==> src/rtl/if_prefetch.sv <==
// Instruction-fetch prefetch stage: issues sequential reads (pc+4) to the
// instruction port and buffers {pc, inst} pairs in a DEPTH-entry queue for decode.
module if_prefetch #(
  parameter int                    ADDR_WIDTH = 32,
  parameter int                    INST_WIDTH = 32,
  parameter int                    DEPTH      = 4,
  parameter logic [ADDR_WIDTH-1:0] RESET_PC   = '0
) (
  input  logic                  clk,
  input  logic                  reset,
  input  logic                  stall2,
  input  logic                  br,
  input  logic [ADDR_WIDTH-1:0] br_addr,
  output logic                  ram_read,
  output logic [ADDR_WIDTH-1:0] ram_addr,
  input  logic                  ram_ready,
  input  logic [INST_WIDTH-1:0] ram_data,
  output logic                  valid_o,
  output logic [ADDR_WIDTH-1:0] pc_o,
  output logic [INST_WIDTH-1:0] inst_o,
  output logic                  stall_if
);

  localparam int CW = $clog2(DEPTH) + 1;
  localparam int PW = $clog2(DEPTH);

  typedef enum logic [1:0] {IDLE, FETCH, DROP} state_t;

  state_t                  state, state_nx;
  logic [ADDR_WIDTH-1:0]   fetch_pc, fetch_pc_nx;
  logic [ADDR_WIDTH-1:0]   req_addr, req_addr_nx;
  logic [CW-1:0]           count;
  logic [CW:0]             count_after;
  logic [PW-1:0]           rd_ptr, wr_ptr;
  logic                    push, pop;

  logic [ADDR_WIDTH-1:0]   pc_q   [DEPTH];
  logic [INST_WIDTH-1:0]   inst_q [DEPTH];

  // Decode-facing side: a redirect hides the head in the same cycle it flushes.
  assign valid_o  = (count != '0) && !br;
  assign pop      = valid_o && !stall2;
  assign stall_if = !valid_o;
  assign pc_o     = (count != '0) ? pc_q[rd_ptr]   : '0;
  assign inst_o   = (count != '0) ? inst_q[rd_ptr] : '0;

  assign ram_read = (state != IDLE);
  assign ram_addr = ram_read ? req_addr : '0;

  // Occupancy after this edge if the returning word is pushed.
  assign count_after = {1'b0, count} + (CW+1)'(1) - (CW+1)'(pop);

  always_comb begin
    // NOTE: every always_comb output gets a default first so no latch is inferred.
    state_nx    = state;
    fetch_pc_nx = fetch_pc;
    req_addr_nx = req_addr;
    push        = 1'b0;
    case (state)
      IDLE: begin
        if (br) begin
          fetch_pc_nx = br_addr;
        end else if (count < CW'(DEPTH)) begin
          state_nx    = FETCH;
          req_addr_nx = fetch_pc;
        end
      end
      FETCH: begin
        if (ram_ready && !br) begin
          push        = 1'b1;
          fetch_pc_nx = req_addr + ADDR_WIDTH'(4);
          if (count_after < (CW+1)'(DEPTH)) begin
            req_addr_nx = req_addr + ADDR_WIDTH'(4);
          end else begin
            state_nx = IDLE;
          end
        end else if (ram_ready && br) begin
          fetch_pc_nx = br_addr;
          state_nx    = IDLE;
        end else if (br) begin
          // The read cannot be cancelled; hold it and discard its data in DROP.
          fetch_pc_nx = br_addr;
          state_nx    = DROP;
        end
      end
      DROP: begin
        if (br)        fetch_pc_nx = br_addr;
        if (ram_ready) state_nx    = IDLE;
      end
      default: state_nx = IDLE;
    endcase
  end

  always_ff @(posedge clk) begin
    // NOTE: sequential state uses non-blocking assignments only.
    if (reset) begin
      state    <= IDLE;
      fetch_pc <= RESET_PC;
      req_addr <= '0;
      count    <= '0;
      rd_ptr   <= '0;
      wr_ptr   <= '0;
    end else begin
      state    <= state_nx;
      fetch_pc <= fetch_pc_nx;
      req_addr <= req_addr_nx;
      if (br) begin
        count  <= '0;
        rd_ptr <= '0;
        wr_ptr <= '0;
      end else begin
        count <= count + CW'(push) - CW'(pop);
        if (push) wr_ptr <= wr_ptr + PW'(1);
        if (pop)  rd_ptr <= rd_ptr + PW'(1);
      end
    end
  end

  // NOTE: queue storage has no reset; count gates every read of it.
  always_ff @(posedge clk) begin
    if (push) begin
      pc_q[wr_ptr]   <= req_addr;
      inst_q[wr_ptr] <= ram_data;
    end
  end

endmodule

==> config.mk <==
export PLATFORM = sky130hd
export DESIGN_NAME = if_prefetch
export DESIGN_NICKNAME = d
export VERILOG_FILES = /design/src/rtl/if_prefetch.sv
export SDC_FILE = /design/constraint.sdc
export NUM_CORES = 1
export LEC_CHECK = 0
export CAP_MARGIN = 10
export CORE_ASPECT_RATIO = 1.4
export CORE_MARGIN = 2
export CORE_UTILIZATION = 30
export CTS_CLUSTER_SIZE = 40
export DETAILED_ROUTE_END_ITERATION = 10
export HOLD_SLACK_MARGIN = 0.02
export SETUP_SLACK_MARGIN = 0.1
export SLEW_MARGIN = 20
export SYNTH_ARGS = -nofsm -noshare
export SYNTH_HDL_FRONTEND = slang
export SYNTH_SLANG_ARGS = --single-unit
==> constraint.sdc <==
create_clock -name clk -period 10.2 [get_ports clk]
set_clock_uncertainty 0.15 [all_clocks]
set_input_delay 2.04 -clock clk [delete_from_list [all_inputs] [get_ports clk]]
set_output_delay 2.04 -clock clk [all_outputs]
set_load 0.05 [all_outputs]
[Yosys cells after proc, flatten, opt, wreduce, memory -nomap -nowiden]
Memory sizes are Yosys's and may differ from the RTL's. A register that Yosys moved wholly into a read port is not among the register bits.
Index checks and enable logic that the tools add are counted.
Storage, ports and cells
  register bits: 73
  latch bits: 0
  memory bits (writable): 256
  memory bits (read-only): 0
  word-level logic and storage cells: 70
  memories kept: 2
Memories
  inst_q: depth 4, bits a word 32, rd ports 1, clocked after Yosys merged registers in 1, wr ports 1, line 38  | logic [INST_WIDTH-1:0] inst_q [DEPTH];
  pc_q: depth 4, bits a word 32, rd ports 1, clocked after Yosys merged registers in 1, wr ports 1, line 37  | logic [ADDR_WIDTH-1:0] pc_q [DEPTH];
Cells by class
  add/sub/neg operators: 7
  $mul: 0
  div/mod/pow operators: 0
  magnitude comparators: 2
  equality and inequality tests: 9
  shifts and indexed selects: 0
  multiplexer cells: 28
  bitwise operators: 0
  reductions and logical operators: 16
Operator list (number)
  $mux 32: 10
  $pmux 32 s2: 2
  $add 32x3->32 const B: 1
  $mux 2: 11
  $ne 2x2->1 const B: 5
  $reduce_and 5->1: 2
  $pmux 2 s3: 1
  $reduce_bool 2->1: 3
  $add 2x1->2 const B: 2
  $add 3x1->4 const B: 1
  $logic_and 1x1->1: 4
  $lt 4x3->1 const B: 1
  $mux 1: 4
  $ne 4x4->1 const B: 1
  $reduce_or 2->1: 2
  $sub 4x1->4: 1
  $add 3x1->3: 1
  $logic_not 1->1: 3
  $lt 3x3->1 const B: 1
  $ne 3x3->1 const B: 1
  $reduce_bool 3->1: 1
  $sub 3x1->3: 1
  $eq 2x1->1 const B: 1
  $eq 2x2->1 const B: 1
  $logic_not 2->1: 1

[Logic depth before layout (Yosys ltp)]
Gate-level depths: netlist of the first run.
  depth after elaboration: 8
  gate-level depth with buffers: 12
  mapped depth without buffers: 11

[Least setup slack after synthesis of the first run]
OpenSTA, ideal clock, no wires.
  path kind: input to output
  start point: input port br
  end point: output port stall_if
  arrival: 3443 ps
  data required time: 8010 ps
  path slack: 4567 ps
  cell stages on the path: 3
  cells stage by stage: clkbuf_1 > nor2_1 > inv_1
Between the ends
  cells in the longest elaborated chain, start to end: 3
RTL lines
  start: declaration: line 12  | input logic br,
  $logic_not 1->1: line 41  | assign valid_o = (count != '0) && !br;
  $logic_and 1x1->1: line 41
  named net valid_o: line 18  | output logic valid_o,
  $logic_not 1->1: line 43  | assign stall_if = !valid_o;
  end: declaration: line 21  | output logic stall_if
The timed path passes the listed nets, and every way through them passes these cells.

[Worst setup path in the final report of the first run]
  start point: input port br
  end point: output port stall_if
Between the ends
  cells in the longest elaborated chain, start to end: 3
RTL lines (line)
  $logic_not 1->1: 41
  $logic_and 1x1->1: 41
  $logic_not 1->1: 43
Every way passes these cells.

==> reports/metrics.yaml, run 1 <==
yosysSeqAreaShare_pct: 65.1
synth_edf_count: 256
critPathArrivalTime_ps: 3850
syn_to_final_growth_pct: 24.2
die_h_um: 261
async_flop_share_pct: 0
die_area_mm2: 0.0489
cts_buffer_depth: 3
grt_pass1_vias: 9173
grt_pass1_wl_um: 55600
fin_crit_ps: 6040
synth.largest_area_cell: "edfxtp_1"
cap_violations: 0
syn_area_mm2: 0.0141
final_cell_mix: "256 x edfxtp_1, 167 x clkdlybuf4s50_1, 96 x nor2b_1"
p_leak_nw: 5.49
setup_tns_ps: 0
r2r_setup_slack_ps: 7060
slew_headroom_pct: 29.0
postRouteAntennaNets: 0
layout_commonest_cell: "edfxtp_1"
cp_max_fo: 16
whs_path_depth: 2
fillers: 4447
cts_tree: "built"
gr-usage-all-layers_pct: 14.9
cp-start-kind: "input port"
min_from: "fetch_pc[2]$_SDFFE_PP0P_"
finalSetupViolCount: 0
io_pins: 168
rsz0062_at_grt: "no"
hold_path_class: "flip-flop to flip-flop"
place.gp.congestion: 0.827
end_kind: "output port"
synth_cell_types: 68
yosysWarnings: 0
dpl_cell_area_mm2: 0.0164
finalHoldViolCount: 0
setup.worst_path.class: "input port to output port"
hold_end: "req_addr[2]$_SDFFE_PP0P_"
multi_input_area_mm2: 0.00459
vias: 8895
htree_levels: 2
synth_flop_cell: "edfxtp_1"
die_w_um: 187
clkSlewWorstSetupHoldPaths_ps: 60
status: "complete, no violations"
drive_gt1_share_pct: 13.4
cts_root_buf: "clkbuf_16"
regArea_mm2: 0.00920
drc: 0
postCtsResizedCells: 0
rr_worst_depth: 12
synthCells: 971
placementRows: 94
period_share_pct: 59.3
grt.overflow.total: 0
cts.sinks: 331
antenna_found_initial: 0
portBuffers: 167
max_freq_mhz: 165
grt_max_degree: 67
ctsHoldBuffers: 0
synth_area_leaders: "edfxtp_1 54%, dfxtp_1 11%, mux4_2 10%, nor2b_1 4.3%, a21oi_1 1.5%"
final_area_mm2: 0.0175
synth_nets: 1048
avgSynthCellArea_um2: 14.5
synth_top_area_share_pct: 54.4
vias_per_cell: 5.03
dr.first_iter.drc_count: 693
clk_latency_ps: 520
dp_hpwl_um: 22600
ys_seq_elements: 331
ir_drop_mv: 0.0831
firstDrtPassIters: 5
coreArea_mm2: 0.0467
worst_pin_slew_ps: 1070
floorplan.initialDensity_pct: 30.2
cts_setup_buffers: 0
r2r_start: "count[1]$_SDFF_PP0_"
cp.required_ps: 8010
wirelength_um: 36800
cp-startpoint: "br"
antennaDiodeCount: 0
wire_per_inst_um: 20.8
r2r_end: "count[2]$_SDFF_PP0_"
slew_viol_final: 0
finalNetCount: 1198
cts_buffers: 34
power_density_mw_per_mm2: 167
-- through the flow --
step	setup slack [ps]	power (mW)	utilization [%]	hold WS [ps]	instances
after floorplan	4570	1.63	-	295	971
after global placement	4140	1.72	35.2	308	1708
after detailed placement	4130	1.72	35.2	318	1708
after CTS	4130	2.96	37.5	330	1768
after global routing	4090	3.03	37.6	352	1769
final	4160	2.93	37.6	329	1769
-- logic make-up (layout without fill, tap and decap cells) --
group,after synthesis,after routing,share of synthesized area [%]
DFF,331,331,65.1
and+or+nand+nor,288,288,11.4
AOI/OAI and AO/OA,163,163,7.90
buffers and inverters,84,258,2.54
muxes,70,70,10.6
xor gates and xnor gates,27,27,1.67
adders and majority gates,8,8,0.762
-- synth_stat cells, types with 3 or more instances --
library cell / instances
o21ai_0: 21
mux4_2: 64
mux2i_1: 6
o211ai_1: 3
nor2b_1: 96
a22oi_1: 25
clkbuf_1: 36
nor4_2: 3
nand2_1: 47
xnor2_1: 20
xor2_1: 7
a31oi_1: 4
a21oi_1: 43
nor4_1: 5
a32o_1: 3
nor3_1: 14
nor2_1: 52
and2_1: 6
o22ai_1: 8
edfxtp_1: 256
inv_1: 13
and3_1: 14
nand4_1: 13
ha_1: 7
buf_1: 3
dfxtp_1: 75
nand3_2: 3
o31ai_1: 7
buf_2: 27
o221ai_1: 15
a22o_1: 8
and4_1: 3
nand3_1: 16
-- flip-flops by register name (all words and copies together) (netlist names), named ones only --
register	flops
count	3
fetch_pc	32
inst_q	128
pc_q	128
rd_ptr	2
req_addr	32
state	2
wr_ptr	2
-- cell type report --
class                   count  share of cell area, %
clock inverters            21                   1.25
clock buffers              39                   5.01
inverters                  14                  0.299
repair buffers            184                   10.4
well taps                 624                   4.45
multi-input cells         556                   26.2
flip-flops and latches    331                   52.4
-- metal layers --
metal | routed length, um | up-vias | part of all wire [%] | track usage (%)
li1 | - | 4038 | - | -
met3 | 1710 | 61 | 4.6 | 2.00
met5 | 0 | - | 0 | 0
met2 | 19400 | 255 | 53 | 27.6
met1 | 14800 | 4541 | 40 | 17.9
met4 | 912 | 0 | 2.5 | 5.07
-- worst max-delay path: stages --
cell and delay [ps]:
clkdlybuf4s50_1 460, buf_4 270, nor2_1 130, inv_1 130
clkdlybuf4s50_1 810
-- worst max path at each step --
stage / end / slack [ps]
3_3_place_gp: stall_if / 4140
2_1_floorplan: stall_if / 4570
3_5_place_dp: stall_if / 4130
6_report: stall_if / 4160
5_1_grt: stall_if / 4090
4_1_cts: stall_if / 4130
-- where the power goes --
part / switching, mW / internal [mW]
Sequential: 0.0317 / 1.47
Clock: 0.514 / 0.723
Combinational: 0.111 / 0.0773
Total: 0.657 / 2.27
Note: power is estimated with default switching activity, not from simulation.
==> run 2, diff against run 1 <==
==> constraint.sdc (replaced) <==
create_clock -name clk -period 6.1 [get_ports clk]
set_clock_uncertainty 0.15 [all_clocks]
set_input_delay 1.22 -clock clk [delete_from_list [all_inputs] [get_ports clk]]
set_output_delay 1.22 -clock clk [all_outputs]
set_load 0.05 [all_outputs]
==> reports/metrics.yaml, run 2 (synthesis results as in run 1) <==
slew_headroom_pct: 25.1  # was 29.0%
clkSlewWorstSetupHoldPaths_ps: 70  # was 60 ps
crit_chain: "clkdlybuf4s50_1 -> nor2_1 -> inv_1 -> clkdlybuf4s50_1"  # was clkdlybuf4s50_1 -> buf_4 -> nor2_1 -> inv_1 -> clkdlybuf4s50_1
highest_layer: "met4"  # unchanged
path_common_cell: "clkdlybuf4s50_1"  # unchanged
cts.sinks: 331  # unchanged
end_kind: "output port"  # unchanged
r2r_start: "count[1]$_SDFF_PP0_"  # unchanged
wire_per_inst_um: 20.5  # was 20.8 um
multi_input_area_mm2: 0.00460  # was 0.00459 mm^2
grt_pass1_vias: 8822  # was 9173
stdcell_count: 1762  # was 1769
met1_length_um: 14600  # was 14800 um
cp-startpoint: "br"  # unchanged
power_density_mw_per_mm2: 277  # was 167 mW/mm^2
final_cell_mix: "256 x edfxtp_1, 167 x clkdlybuf4s50_1, 96 x nor2b_1"  # unchanged
grt_max_degree: 65  # was 67
critPathArrivalTime_ps: 3260  # was 3850 ps
rsz0062_at_grt: "no"  # unchanged
ctsHoldBuffers: 0  # unchanged
worst_pin_slew_ps: 1120  # was 1070 ps
post-place-ws_ps: 1350  # was 4130 ps
period_share_pct: 76.0
cp-start-kind: "input port"  # unchanged
slew_viol_final: 0  # unchanged
ir_drop_mv: 0.159  # was 0.0831 mV
grt.overflow.total: 0  # unchanged
cp.required_ps: 4730  # was 8010 ps
wl_met3_um: 1760  # was 1710 um
drive_gt1_share_pct: 13.5  # was 13.4%
place.gp.congestion: 0.841  # was 0.827
dr.first_iter.drc_count: 599  # was 693
cts_root_buf: "clkbuf_16"  # unchanged
htree_levels: 1  # was 2
cts_buffers: 30  # was 34
postCtsResizedCells: 0  # unchanged
die_area_mm2: 0.0489  # unchanged
hold_path_class: "flip-flop to flip-flop"  # unchanged
dp_cells: 1708  # unchanged
postRouteAntennaNets: 0  # unchanged
routed-wl-met2_um: 18900  # was 19400 um
die_w_um: 187  # unchanged
cp_max_fo: 8  # was 16
top_regs: "inst_q: 128 flops, pc_q: 128 flops"  # unchanged
setup_tns_ps: 0  # unchanged
setup_ws_ps: 1470  # was 4160 ps
r2r_setup_slack_ps: 3180  # was 7060 ps
setup.worst_path.class: "input port to output port"  # unchanged
floorplan.initialDensity_pct: 30.2  # unchanged
gr-usage-all-layers_pct: 14.6  # was 14.9%
regArea_mm2: 0.00920  # unchanged
cts_tree: "built"  # unchanged
fin_crit_ps: 4630
vias_per_cell: 4.98  # was 5.03
cap_violations: 0  # unchanged
layout_commonest_cell: "edfxtp_1"  # unchanged
wirelength_um: 36200  # was 36800 um
max_stage_delay_ps: 880  # was 810 ps
portBuffers: 167  # unchanged
whs_path_depth: 2  # unchanged
coreArea_mm2: 0.0467  # unchanged
utilization_pct: 37.5  # was 37.6%
drc: 0  # unchanged
grt_pass1_wl_um: 54600  # was 55600 um
power_mw: 4.85  # was 2.93 mW
p_leak_nw: 5.49  # about the same
finalSetupViolCount: 0  # unchanged
finalNetCount: 1193  # was 1198
worst_path_max_delay_cell: "clkdlybuf4s50_1"  # unchanged
cts_setup_buffers: 0  # unchanged
clk_latency_ps: 570  # was 520 ps
hold_end: "fetch_pc[17]$_SDFFE_PP0P_"  # was req_addr[2]$_SDFFE_PP0P_
fillers: 4365  # was 4447
die_h_um: 261  # unchanged
vias: 8779  # was 8895
placementRows: 94  # unchanged
antenna_found_initial: 0  # unchanged
dp_hpwl_um: 23400  # was 22600 um
rr_worst_depth: 11  # was 12
firstDrtPassIters: 5  # unchanged
cts_buffer_depth: 3  # unchanged
status: "complete, no violations"  # unchanged
syn_to_final_growth_pct: 24.1  # was 24.2%
io_pins: 168  # unchanged
max_freq_mhz: 216
antennaDiodeCount: 0  # unchanged
r2r_end: "count[2]$_SDFF_PP0_"  # unchanged
min_from: "fetch_pc[17]$_SDFFE_PP0P_"  # was fetch_pc[2]$_SDFFE_PP0P_
finalHoldViolCount: 0  # unchanged
[run 2: final cells by class]
type | count | share of cell area [%]
Clock inverter | 13 | 0.835
Sequential cell | 331 | 52.5
Tap cell | 624 | 4.45
Clock buffer | 41 | 5.36
Timing Repair Buffer | 183 | 10.4
Inverter | 14 | 0.300
Multi-Input combinational cell | 556 | 26.2
[run 2: critical path, delay by kind of cell]
family | cells | cell delay [ps]
buffers and inverters | 3 | 1830
and+or+nand+nor | 1 | 200
[run 2: worst max-delay path by stage]
stage | to | cells past startpoint
2_1_floorplan | count[2]$_SDFF_PP0_ | 11
3_3_place_gp | count[2]$_SDFF_PP0_ | 11
3_5_place_dp | count[2]$_SDFF_PP0_ | 11
4_1_cts | stall_if | 4
5_1_grt | stall_if | 4
6_report | stall_if | 4
[run 2: metrics by stage]
stage                     hold slack, ps  area, um^2
final                                335       17500
after global routing                 368       17500
after CTS                            328       17500
after detailed placement             318       16400
after global placement               304       16400
after floorplan                      295       14100
[run 2: power breakdown]
| part | total, mW | internal (mW) | leakage [nW] | switching (mW) |
|---|---|---|---|---|
| registers | 2.52 | 2.46 | 2.94 | 0.0565 |
| clock network | 2.02 | 1.20 | 0.531 | 0.818 |
| logic | 0.311 | 0.128 | 2.02 | 0.183 |
| total | 4.85 | 3.79 | 5.49 | 1.06 |
[run 2: per-layer routing]
layer / up-vias / global-route usage (%)
li1: 4021 / -
met1: 4449 / 18.2
met2: 261 / 26.5
met3: 48 / 1.64
met4: 0 / 4.72
met5: - / 0
==> run 3, diff against run 2 <==
==> constraint.sdc (replaced) <==
create_clock -name clk -period 4.6 [get_ports clk]
set_clock_uncertainty 0.15 [all_clocks]
set_input_delay 0.92 -clock clk [delete_from_list [all_inputs] [get_ports clk]]
set_output_delay 0.92 -clock clk [all_outputs]
set_load 0.05 [all_outputs]
==> reports/metrics.yaml, run 3 (synthesis results as in run 1) <==
status: "complete, no violations"  # unchanged
portBuffers: 167  # unchanged
cts.sinks: 331  # unchanged
clk_latency_ps: 580  # was 570 ps
cp.required_ps: 3530  # was 4730 ps
r2r_end: "fetch_pc[29]$_SDFFE_PP0P_"  # was count[2]$_SDFF_PP0_
r2r_setup_slack_ps: 1990  # was 3180 ps
setup_tns_ps: 0  # unchanged
cts_setup_buffers: 0  # unchanged
antenna_found_initial: 1  # was 0
cp_max_fo: 36  # was 8
place.gp.congestion: 0.866  # was 0.841
grt_pass1_wl_um: 55700  # was 54600 um
worst_path_max_delay_cell: "clkdlybuf4s50_1"  # unchanged
vias: 8896  # was 8779
cpLargestDelayFamily: "buffers and inverters"  # unchanged
floorplan.initialDensity_pct: 30.2  # unchanged
dr.first_iter.drc_count: 535  # was 599
regArea_mm2: 0.00920  # unchanged
slew_viol_final: 0  # unchanged
htree_levels: 1  # unchanged
p_switching_mw: 1.44  # was 1.06 mW
rr_worst_depth: 5  # was 11
hold_path_class: "flip-flop to flip-flop"  # unchanged
max_freq_mhz: 252
fillers: 4441  # was 4365
die_area_mm2: 0.0489  # unchanged
r2r_start: "req_addr[4]$_SDFFE_PP0P_"  # was count[1]$_SDFF_PP0_
die_w_um: 187  # unchanged
cp-start-kind: "flip-flop"  # was input port
finalNetCount: 1213  # was 1193
die_h_um: 261  # unchanged
grt.overflow.total: 0  # unchanged
placementRows: 94  # unchanged
swShare_pct: 21.7  # was 21.8%
gr-usage-all-layers_pct: 15.0  # was 14.6%
multi_input_area_mm2: 0.00459  # was 0.00460 mm^2
setup.worst_path.class: "flip-flop to output port"  # was input port to output port
fin_crit_ps: 3960
grt_max_degree: 55  # was 65
power_density_mw_per_mm2: 374  # was 277 mW/mm^2
crit_chain: "buf_12 -> mux4_2 -> nor2b_1 -> clkdlybuf4s50_1"  # was clkdlybuf4s50_1 -> nor2_1 -> inv_1 -> clkdlybuf4s50_1
coreArea_mm2: 0.0467  # unchanged
whs_path_depth: 2  # unchanged
top_regs: "inst_q: 128 flops, pc_q: 128 flops"  # unchanged
drive_gt1_share_pct: 15.3  # was 13.5%
finalHoldViolCount: 0  # unchanged
cap_violations: 0  # unchanged
ir_drop_mv: 0.260  # was 0.159 mV
postRouteAntennaNets: 0  # unchanged
cts_buffers: 31  # was 30
hold_ws_ps: 326  # was 335 ps
rsz0062_at_grt: "no"  # unchanged
postCtsResizedCells: 0  # unchanged
cts_tree: "built"  # unchanged
firstDrtPassIters: 5  # unchanged
drc: 0  # unchanged
worst-path-buf-inv: 2  # was 3
intPower_mw: 5.20  # was 3.79 mW
layout_commonest_cell: "edfxtp_1"  # unchanged
clkSlewWorstSetupHoldPaths_ps: 70  # about the same
slew_headroom_pct: 28.4  # was 25.1%
p_leak_nw: 5.63  # was 5.49 nW
max_stage_delay_ps: 730  # was 880 ps
dp_hpwl_um: 25000  # was 23400 um
finalSetupViolCount: 0  # unchanged
cts_root_buf: "clkbuf_16"  # unchanged
final_cell_mix: "256 x edfxtp_1, 166 x clkdlybuf4s50_1, 96 x nor2b_1"  # was 256 x edfxtp_1, 167 x clkdlybuf4s50_1, 96 x nor2b_1
power_frac_seq_pct: 50.1  # was 51.9%
syn_to_final_growth_pct: 25.8  # was 24.1%
min_from: "fetch_pc[17]$_SDFFE_PP0P_"  # unchanged
hold_end: "fetch_pc[17]$_SDFFE_PP0P_"  # unchanged
end_kind: "output port"  # unchanged
grt_pass1_vias: 9021  # was 8822
worst_pin_slew_ps: 1070  # was 1120 ps
period_share_pct: 86.1
cts_buffer_depth: 3  # unchanged
wirelength_um: 37500  # was 36200 um
vias_per_cell: 4.98  # about the same
utilization_pct: 38.0  # was 37.5%
io_pins: 168  # unchanged
critPathArrivalTime_ps: 2890  # was 3260 ps
ctsHoldBuffers: 0  # unchanged
wire_per_inst_um: 21.0  # was 20.5 um
comb_power_share_pct: 6.5  # was 6.4%
clock_power_share_pct: 43.4  # was 41.6%
run 3: area by class of cell:
class                   count  area share [%]
flip-flops and latches    331            51.8
well taps                 624            4.39
inverters                  14           0.296
clock inverters            22            1.94
clock buffers              35            4.51
repair buffers            202            11.2
diodes                      1          0.0141
multi-input cells         556            25.9
run 3: how the worst max path moves through the flow:
stage / startpoint / to / cells after the start
floorplan: br / count[2]$_SDFF_PP0_ / 11
global placement: br / valid_o / 3
detailed placement: br / valid_o / 3
CTS: flip-flop / pc_o[20] / 4
global route: flip-flop / pc_o[20] / 4
finish: flip-flop / pc_o[20] / 4
run 3: stage by stage:
stage               setup WS, ps  instances  cell area, um^2  total power [mW]
floorplan                    771        971            14100              3.62
global placement             983       1727            16600              3.82
detailed placement           995       1727            16600              3.83
CTS                          561       1784            17800              6.72
global route                 511       1785            17800              6.86
finish                       638       1785            17800              6.64
run 3: worst min-delay path: cells and delay by family, from the launching register on:
| family | cells | cell delay [ps] |
|---|---|---|
| flops | 1 | 330 |
| compound gates | 1 | 50 |
| simple gates | 1 | 60 |
run 3: metal layers:
| layer | track usage (%) | vias up | wire (um) |
|---|---|---|---|
| li1 | - | 4073 | - |
| met1 | 18.1 | 4511 | 15100 |
| met2 | 27.9 | 261 | 19800 |
| met3 | 1.65 | 51 | 1560 |
| met4 | 5.12 | 0 | 960 |
| met5 | 0 | - | 0 |
run 3: power groups by stage:
stage                     clock, mW  sequential [mW]  combinational (mW)
after floorplan                   0             3.36               0.259
after global placement            0             3.39               0.427
after detailed placement          0             3.40               0.434
after CTS                      2.95             3.33               0.435
after global routing           3.05             3.34               0.466
final                          2.88             3.33               0.433
